--- src/rtl/mips_pkg.sv ---
// Shared definitions for the instruction-fetch front end: fetch FSM state
// encoding, PC step and default reset/exception vectors.
package mips_pkg;

  typedef enum logic [1:0] {
    ST_BOOT = 2'd0,
    ST_REQ  = 2'd1,
    ST_HOLD = 2'd2
  } fetch_state_e;

  localparam logic [31:0] PC_INC           = 32'd4;
  localparam logic [31:0] DEF_RESET_VECTOR = 32'h0000_0000;
  localparam logic [31:0] DEF_EXC_VECTOR   = 32'h8000_0180;

  // Instructions are 32-bit words; anything else is an illegal fetch target.
  function automatic logic is_word_aligned(input logic [31:0] addr);
    return (addr[1:0] == 2'b00);
  endfunction

endpackage

--- src/rtl/fetch_sequencer_if.sv ---
// Bundle of the fetch front end's memory, decode and redirect signals.
// master: the fetch sequencer; slave: memory/decode/branch environment.
interface fetch_sequencer_if;

  logic        imem_req;
  logic [31:0] imem_addr;
  logic        imem_ack;
  logic [31:0] imem_rdata;
  logic        instr_valid;
  logic [31:0] instr;
  logic [31:0] instr_pc;
  logic        instr_ready;
  logic        redirect_valid;
  logic [31:0] redirect_target;
  logic        exc_valid;
  logic        addr_fault;

  modport master (
    output imem_req, imem_addr, instr_valid, instr, instr_pc, addr_fault,
    input  imem_ack, imem_rdata, instr_ready, redirect_valid, redirect_target, exc_valid
  );

  modport slave (
    input  imem_req, imem_addr, instr_valid, instr, instr_pc, addr_fault,
    output imem_ack, imem_rdata, instr_ready, redirect_valid, redirect_target, exc_valid
  );

endinterface

--- src/rtl/pc_unit.sv ---
// Program counter: holds the next fetch address; load wins over increment.
module pc_unit
  import mips_pkg::*;
#(
  parameter logic [31:0] RESET_VECTOR = DEF_RESET_VECTOR
) (
  input  logic        clk,
  input  logic        rst_n,
  input  logic        load,
  input  logic [31:0] load_addr,
  input  logic        inc,
  output logic [31:0] pc
);

  // PC register: redirect load, sequential step (wraps modulo 2^32) or hold.
  always_ff @(posedge clk or negedge rst_n) begin
    if (!rst_n) begin
      pc <= RESET_VECTOR;
    end else if (load) begin
      pc <= load_addr;
    end else if (inc) begin
      pc <= pc + PC_INC;
    end
  end

endmodule

--- src/rtl/fetch_sequencer.sv ---
// Instruction fetch sequencer: issues word reads from pc, buffers one
// instruction for decode, and handles branch/exception redirects.
module fetch_sequencer
  import mips_pkg::*;
#(
  parameter logic [31:0] RESET_VECTOR = DEF_RESET_VECTOR,
  parameter logic [31:0] EXC_VECTOR   = DEF_EXC_VECTOR
) (
  input  logic               clk,
  input  logic               rst_n,
  fetch_sequencer_if.master  bus
);

  fetch_state_e state, state_nx;

  logic [31:0] pc;
  logic        pc_load;
  logic [31:0] pc_load_addr;
  logic        pc_inc;

  logic redir;
  logic buf_ok;
  logic ack_take;
  logic bad_target;

  // Any redirect flushes the buffer and kills the in-flight request.
  assign redir      = bus.exc_valid | bus.redirect_valid;
  // The buffer can take a word if it is empty or being drained this cycle.
  assign buf_ok     = ~bus.instr_valid | bus.instr_ready;
  assign ack_take   = bus.imem_req & bus.imem_ack;
  assign bad_target = ~is_word_aligned(bus.redirect_target);
  // pc only ever loads aligned values, so the address is always word aligned.
  assign bus.imem_addr = pc;

  pc_unit #(
    .RESET_VECTOR (RESET_VECTOR)
  ) u_pc (
    .clk       (clk),
    .rst_n     (rst_n),
    .load      (pc_load),
    .load_addr (pc_load_addr),
    .inc       (pc_inc),
    .pc        (pc)
  );

  // FSM state register.
  always_ff @(posedge clk or negedge rst_n) begin
    if (!rst_n) begin
      state <= ST_BOOT;
    end else begin
      state <= state_nx;
    end
  end

  // Next state, request gating and pc control.
  always_comb begin
    state_nx     = state;
    bus.imem_req = 1'b0;
    pc_load      = redir;
    pc_load_addr = (bus.exc_valid || bad_target) ? EXC_VECTOR : bus.redirect_target;
    pc_inc       = 1'b0;
    case (state)
      ST_BOOT: begin
        state_nx = ST_REQ;
      end
      ST_REQ: begin
        // A redirect withdraws the request this cycle; reissue from the new pc.
        bus.imem_req = buf_ok & ~redir;
        if (redir) begin
          state_nx = ST_REQ;
        end else if (!buf_ok) begin
          state_nx = ST_HOLD;
        end
        pc_inc = ack_take;
      end
      ST_HOLD: begin
        if (redir || bus.instr_ready) begin
          state_nx = ST_REQ;
        end
      end
      default: begin
        state_nx = ST_BOOT;
      end
    endcase
  end

  // Single-entry output buffer towards decode.
  always_ff @(posedge clk or negedge rst_n) begin
    if (!rst_n) begin
      bus.instr_valid <= 1'b0;
      bus.instr       <= '0;
      bus.instr_pc    <= '0;
    end else if (redir) begin
      bus.instr_valid <= 1'b0;
    end else if (ack_take) begin
      bus.instr_valid <= 1'b1;
      bus.instr       <= bus.imem_rdata;
      bus.instr_pc    <= pc;
    end else if (bus.instr_ready) begin
      bus.instr_valid <= 1'b0;
    end
  end

  // Misaligned-target pulse, suppressed when an exception takes priority.
  always_ff @(posedge clk or negedge rst_n) begin
    if (!rst_n) begin
      bus.addr_fault <= 1'b0;
    end else begin
      bus.addr_fault <= bus.redirect_valid & ~bus.exc_valid & bad_target;
    end
  end

endmodule

--- src/flat_wrapper.sv ---
// flat-port wrapper written by rule: the top's interface ports become plain ports
module fetch_sequencer_flat import mips_pkg::*;
#(
  parameter logic [31:0] RESET_VECTOR = DEF_RESET_VECTOR,
  parameter logic [31:0] EXC_VECTOR   = DEF_EXC_VECTOR
)
  (clk, rst_n, bus_imem_req, bus_imem_addr, bus_instr_valid, bus_instr, bus_instr_pc, bus_addr_fault, bus_imem_ack, bus_imem_rdata, bus_instr_ready, bus_redirect_valid, bus_redirect_target, bus_exc_valid);
  fetch_sequencer_if bus_i ();
  input  logic clk;
  input  logic rst_n;
  output wire logic [$bits(bus_i.imem_req)-1:0] bus_imem_req;
  output wire logic [$bits(bus_i.imem_addr)-1:0] bus_imem_addr;
  output wire logic [$bits(bus_i.instr_valid)-1:0] bus_instr_valid;
  output wire logic [$bits(bus_i.instr)-1:0] bus_instr;
  output wire logic [$bits(bus_i.instr_pc)-1:0] bus_instr_pc;
  output wire logic [$bits(bus_i.addr_fault)-1:0] bus_addr_fault;
  input wire logic [$bits(bus_i.imem_ack)-1:0] bus_imem_ack;
  input wire logic [$bits(bus_i.imem_rdata)-1:0] bus_imem_rdata;
  input wire logic [$bits(bus_i.instr_ready)-1:0] bus_instr_ready;
  input wire logic [$bits(bus_i.redirect_valid)-1:0] bus_redirect_valid;
  input wire logic [$bits(bus_i.redirect_target)-1:0] bus_redirect_target;
  input wire logic [$bits(bus_i.exc_valid)-1:0] bus_exc_valid;
  assign bus_imem_req = bus_i.imem_req;
  assign bus_imem_addr = bus_i.imem_addr;
  assign bus_instr_valid = bus_i.instr_valid;
  assign bus_instr = bus_i.instr;
  assign bus_instr_pc = bus_i.instr_pc;
  assign bus_addr_fault = bus_i.addr_fault;
  assign bus_i.imem_ack = bus_imem_ack;
  assign bus_i.imem_rdata = bus_imem_rdata;
  assign bus_i.instr_ready = bus_instr_ready;
  assign bus_i.redirect_valid = bus_redirect_valid;
  assign bus_i.redirect_target = bus_redirect_target;
  assign bus_i.exc_valid = bus_exc_valid;
  fetch_sequencer #(.RESET_VECTOR(RESET_VECTOR), .EXC_VECTOR(EXC_VECTOR)) u_core (.clk(clk), .rst_n(rst_n), .bus(bus_i));
endmodule
--- config.mk ---
export PLATFORM = sky130hd
export DESIGN_NAME = fetch_sequencer_flat
export DESIGN_NICKNAME = d
export VERILOG_FILES = /design/src/rtl/mips_pkg.sv /design/src/rtl/fetch_sequencer_if.sv /design/src/rtl/pc_unit.sv /design/src/rtl/fetch_sequencer.sv /design/src/flat_wrapper.sv
export SDC_FILE = /design/constraint.sdc
export NUM_CORES = 1
export LEC_CHECK = 0
export BUFFER_PORTS_ARGS = -buffer_cell sky130_fd_sc_hd__buf_2
export CORE_MARGIN = 2
export CORE_UTILIZATION = 50
export CTS_CLUSTER_SIZE = 16
export DETAILED_ROUTE_END_ITERATION = 8
export PLACE_DENSITY = 0.8
export SLEW_MARGIN = 20
export SYNTH_ARGS = -nofsm -noshare
export SYNTH_HDL_FRONTEND = slang
export SYNTH_HIERARCHICAL = 1
export SYNTH_SLANG_ARGS = --single-unit
--- constraint.sdc ---
create_clock -name clk -period 4.1 [get_ports clk]
set_input_delay 0.205 -clock clk [delete_from_list [all_inputs] [get_ports clk]]
set_output_delay 0.205 -clock clk [all_outputs]
set_load 0.005 [all_outputs]
== Word level (Yosys, flattened, before mapping) ==
Cells that the tools add are included.
Cells by class
  mux-type cells: 12
  add/sub/neg operators: 1
  bitwise operators: 10
  reductions and logical operators: 8
  equality and inequality tests: 4
Operator list (count)
  32-bit two-way mux: 3
  32-bit by 3-bit adder with 32-bit output (second input constant): 1
  2-bit two-way mux: 3
  2-bit case mux with 3 select lines: 1
  1-bit two-way mux: 5
  1-bit bitwise AND: 4
  2-bit logical NOT: 2
  1-bit inverter: 4
  2-bit AND reduction: 2
  3-bit by 2-bit inequality test with 1-bit output (second input constant): 1
  3-bit nonzero test: 1
  2-bit by 1-bit == test with 1-bit output (second input constant): 1
  2-bit == test (second input constant): 1
  1-bit logical OR: 2
  2-bit by 1-bit inequality test with 1-bit output (second input constant): 1
  1-bit bitwise OR: 2
  2-bit nonzero test: 1
Storage, ports and cells
  logic and storage cells: 41
  bits of input ports: 70
  register bits: 100

== Depth between registers and ports, before layout ==
  depth in word-level cells: 8
  depth in mapped cells: 13

== Hierarchy ==
The synthesis kept the hierarchy.
Modules (own cells, without submodules)
  fetch_sequencer: times used 1, area an instance 2941.6 um^2, cells an instance 191
  pc_unit: times used 1, area an instance 1820.5 um^2, cells an instance 200

== Worst setup path before layout ==
No wires, ideal clock.
  kind: input port to flip-flop
  start: input bus_exc_valid
  end: register u_core.u_pc.pc[27]
  cell stages on the path: 12
  path buffers: 5
  arrival time: 2.984 ns
  setup time: 0.082 ns
  setup slack: 1.034 ns
  cells stage by stage: or2_1 -> buf_2 -> or4_4 -> buf_6 -> buf_6 -> inv_1 -> buf_6 -> nand4_2 -> buf_6 -> or4b_4 -> or4_1 -> a31oi_1
Between the ends
  longest elaborated chain between the ends: 7
  elaborated cells on any way between the ends: 10
  those cells by class: mux: 4; bitwise: 4; reduce/logical: 2
Ends and longest elaborated chain
  start, declared: line flat_wrapper.sv:22  | input wire logic [$bits(bus_i.exc_valid)-1:0] bus_exc_valid;
  1-bit bitwise OR: line fetch_sequencer.sv:27  | assign redir = bus.exc_valid | bus.redirect_valid;
  via u_core.pc_load: line fetch_sequencer.sv:17  | logic pc_load;
  1-bit inverter (no line)
  1-bit bitwise AND: line fetch_sequencer.sv:68  | bus.imem_req = buf_ok & ~redir;
  1-bit two-way mux: line fetch_sequencer.sv:62  | case (state)
  1-bit bitwise AND: line fetch_sequencer.sv:30  | assign ack_take = bus.imem_req & bus.imem_ack;
  1-bit two-way mux: line fetch_sequencer.sv:62
  via u_core.pc_inc: line fetch_sequencer.sv:19  | logic pc_inc;
  2-bit nonzero test (no line)
  end signal, assigned: line pc_unit.sv:20  | pc <= load_addr;
  end signal, assigned: line pc_unit.sv:22  | pc <= pc + PC_INC;
  end, declared: line pc_unit.sv:12  | output logic [31:0] pc
The timed path passes the listed nets, and every way through them passes these cells.
A chain may end at the register's enable or synchronous reset.

== Worst setup path in the final report ==
  start: register u_core.bus.instr_valid
  end: register u_core.u_pc.pc[31]
Between the ends
  longest elaborated chain between the ends: 7
Ends and longest elaborated chain
  start, declared: line fetch_sequencer_if.sv:19  | output imem_req, imem_addr, instr_valid, instr, instr_pc, addr_fault,
  start signal, assigned: line fetch_sequencer.sv:90  | bus.instr_valid <= 1'b0;
  start signal, assigned: line fetch_sequencer.sv:94  | bus.instr_valid <= 1'b0;
  start signal, assigned: line fetch_sequencer.sv:96  | bus.instr_valid <= 1'b1;
  1-bit inverter: line fetch_sequencer.sv:29  | assign buf_ok = ~bus.instr_valid | bus.instr_ready;
  1-bit bitwise OR: line fetch_sequencer.sv:29
  1-bit bitwise AND: line fetch_sequencer.sv:68
  1-bit two-way mux: line fetch_sequencer.sv:62
  1-bit bitwise AND: line fetch_sequencer.sv:30
  1-bit two-way mux: line fetch_sequencer.sv:62
  via u_core.pc_inc: line fetch_sequencer.sv:19
  2-bit nonzero test (no line)
The timed path passes the listed nets, and every way through them passes these cells.

==> metrics <==
outcome=complete, no violations; remaining antenna violation count after routing=0; final-layout fill cell count=about 760; residual DRC count=0; highest clock rate=around 0.34 GHz; Syn Area/Cell=between 10 and 15 um^2; number of global-route vias before repair=3438; CP Launch Type=register; Slew HR=31.22%; CTS tree=built; Layout area overhead=23.99%; CP max-delay cell=or3_1; Worst VDD drop=0.0002243 V; initial antenna violation count=0; commonest non-fill, non-tap cell in the layout=buf_2; Clk Latency, worst-skew pair=350 ps; final worst path period share=between 70 and 80%; Routed wire per std cell=15.34 um; register area=roughly 2500 um^2; GRT Util Overall=between 20% and 30%; H-tree depth=3; Die ar.=between 10000 and 15000 um^2; crit-path max FO=11; Slew Viols, Final=0; multi-input combinational cell area=around 2100 um^2; post-synth top area cell=dfrtp_1; GRT overflow=0; commonest non-fill, non-tap cells in the layout=167 x buf_2, 100 x dfrtp_1, 38 x mux2_4, 29 x nand2_1, 29 x mux2_2; slowest stage delay, CP=approximately 590 ps; mapped cell area=4762 um^2; root buf cell=clkbuf_8; I/O Buffers=168; Hold Vio Cnt, Final=0; Final Skew=11.64 ps; ant diodes=0; Clock Path Buffers=2; core area=about 9000 um^2; YS warnings=6; sequence of cells on the critical path=nor2b_1 > or4_4 > inv_1 > nand4_2 > or3_1 > or4_1 > a31oi_1; Sink Count=100; static leakage=slightly below 3 nW; Pwr per Cell Area=between 400 and 500 nW/um^2; Final #Nets=about 620; Initial Util=51.54%; Least-Margin Pin Slew=1032 ps; post-synthesis sequential area ratio=a little over half; Data arrival, critical path=about 3200 ps; max-cap check violation count=0; Vias=3603; Power, Total=around 2.4 mW; layout cells sized above 1=a little under half; Worst Setup End Kind=register; Tmin final=around 3000 ps; Num CTS Buffers=9; hold slack final=between 50 and 60 ps; Seq cells post-synth=100; RSZ-0062 raised after global routing=false; Setup violations, final=0; hold crit path type=in2reg; I/O Pins=169; Yosys top cell area share=between 50% and 60%; Post-Synthesis Cells=391; Die Span Y=about 100 um; synth top area cells=dfrtp_1 53%, mux2_4 12%, mux2_2 6.9%; 1st-iter DRT viols=149; CP required=4360 ps; DIE WIDTH=101.6 um; Routed WL=approximately 11000 um; Synth cell types=36; # rows=35; DP Wirelength=7408 um; GP Congestion=~0.77; vias per cell=5.245; first-pass GRT wire length=between 15000 and 20000 um; largest net degree at the start of global routing=between 60 and 70; clock slew at reported path FFs=~100 ps; Crit Path Class=reg2reg; DR pass1 iterations=5; Fin Setup TNS=0 ps
==> stage by stage <==
| stage | util [%] | setup slack (ps) | std cells | instance area [um^2] |
|---|---|---|---|---|
| floorplan | - | 1034 | 392 | 4766 |
| global placement | 61.27 | 1144 | 670 | 5662 |
| detailed placement | 61.27 | 1069 | 670 | 5662 |
| CTS | 63.90 | 1124 | 687 | 5904 |
| global route | 63.90 | 959.0 | 687 | 5904 |
| finish | 63.90 | 1127 | 687 | 5904 |
==> layer usage <==
| metal | vias to the layer above | GRT usage, % | part of all wire, % |
|---|---|---|---|
| met5 | - | 0 | 0 |
| met4 | 0 | 6.861 | 1.6 |
| met3 | 15 | 2.692 | 5.4 |
| met2 | 150 | 34.01 | 49 |
| met1 | 1721 | 27.84 | 44 |
| li1 | 1717 | - | - |
==> report_power, final <==
part	switching, mW	internal, mW	leakage (nW)
Sequential	0.0877	1.12	1.26
Combinational	0.163	0.256	1.56
Clock	0.332	0.407	0.111
Total	0.583	1.78	2.93
==> final cells by class <==
class	count	area share, %
Inverter	5	0.3179
Clock buffer	12	2.289
Multi-Input combinational cell	264	35.66
Timing Repair Buffer	173	14.96
Sequential cell	100	42.38
Clock inverter	4	1.653
Tap cell	129	2.734
==> timing repair <==
| item | CTS | global route |
|---|---|---|
| hold endpoints to repair | 64 | 0 |
| hold buffers | 1 | 0 |
| gates resized for setup | 0 | 0 |
| buffers inserted | 0 | 0 |
==> cell families (layout without fill, tap and decap cells) <==
family	after synthesis	in the layout	share of synthesized area (%)
fa+ha+maj	1	1	0.2627
other cells	1	2	0.07875
buf+inv	28	194	3.416
mux	68	68	19.05
compound gates	46	46	6.043
simple gates	132	132	15.84
flops	100	100	52.55
xor+xnor	15	15	2.759
==> synth_stat cells <==
master,instances
buf_6,7
nand2_1,29
dfrtp_1,100
nor3b_1,1
and2_1,28
nor2b_1,1
nand4_1,7
or4b_4,1
o31a_1,3
o31ai_1,12
o21ai_0,18
or2_1,1
clkinv_1,1
nand4_2,2
mux2_4,38
nor2_1,15
xnor2_1,9
or4_1,12
or4_4,1
nand2b_1,4
inv_1,4
conb_1,1
nand3_1,9
and4_1,6
clkbuf_1,12
mux2_2,29
or3_1,2
a31oi_1,13
nor4_1,4
xor2_1,6
mux2i_1,1
ha_1,1
buf_2,4
nor4b_1,1
and3_1,1
nor3_1,7
==> flip-flops by register name (all words and copies together), names as in the netlist <==
register / flops
u_core/bus.instr: 32
u_core/bus.instr_pc: 32
u_core/u_pc/pc: 32
u_core/state: 2
u_core/bus.addr_fault: 1
u_core/bus.instr_valid: 1
==> path summary, 6_finish.rpt <==
path	startpoint	endpoint	slack (ps)	cells past startpoint
setup / recovery	u_core/bus.instr_valid	u_core/u_pc/pc[31]	1130	7
hold / removal	bus_exc_valid	u_core/bus.addr_fault	50	2
setup reg to reg	u_core/bus.instr_valid	u_core/u_pc/pc[31]	1130	7
hold reg to reg	u_core/bus.instr[26]	u_core/bus.instr[26]	510	1
max in group asynchronous	rst_n	u_core/bus.instr[20]	2640	3
min in group asynchronous	rst_n	u_core/bus.instr_pc[10]	480	2
==> critical path: cells and delay by family (launching register included) <==
family	cells	cell delay [ps]
simple gates	5	2060
flops	1	410
buf+inv	1	210
compound gates	1	200
No activity file was read; power rests on OpenSTA's default activity.
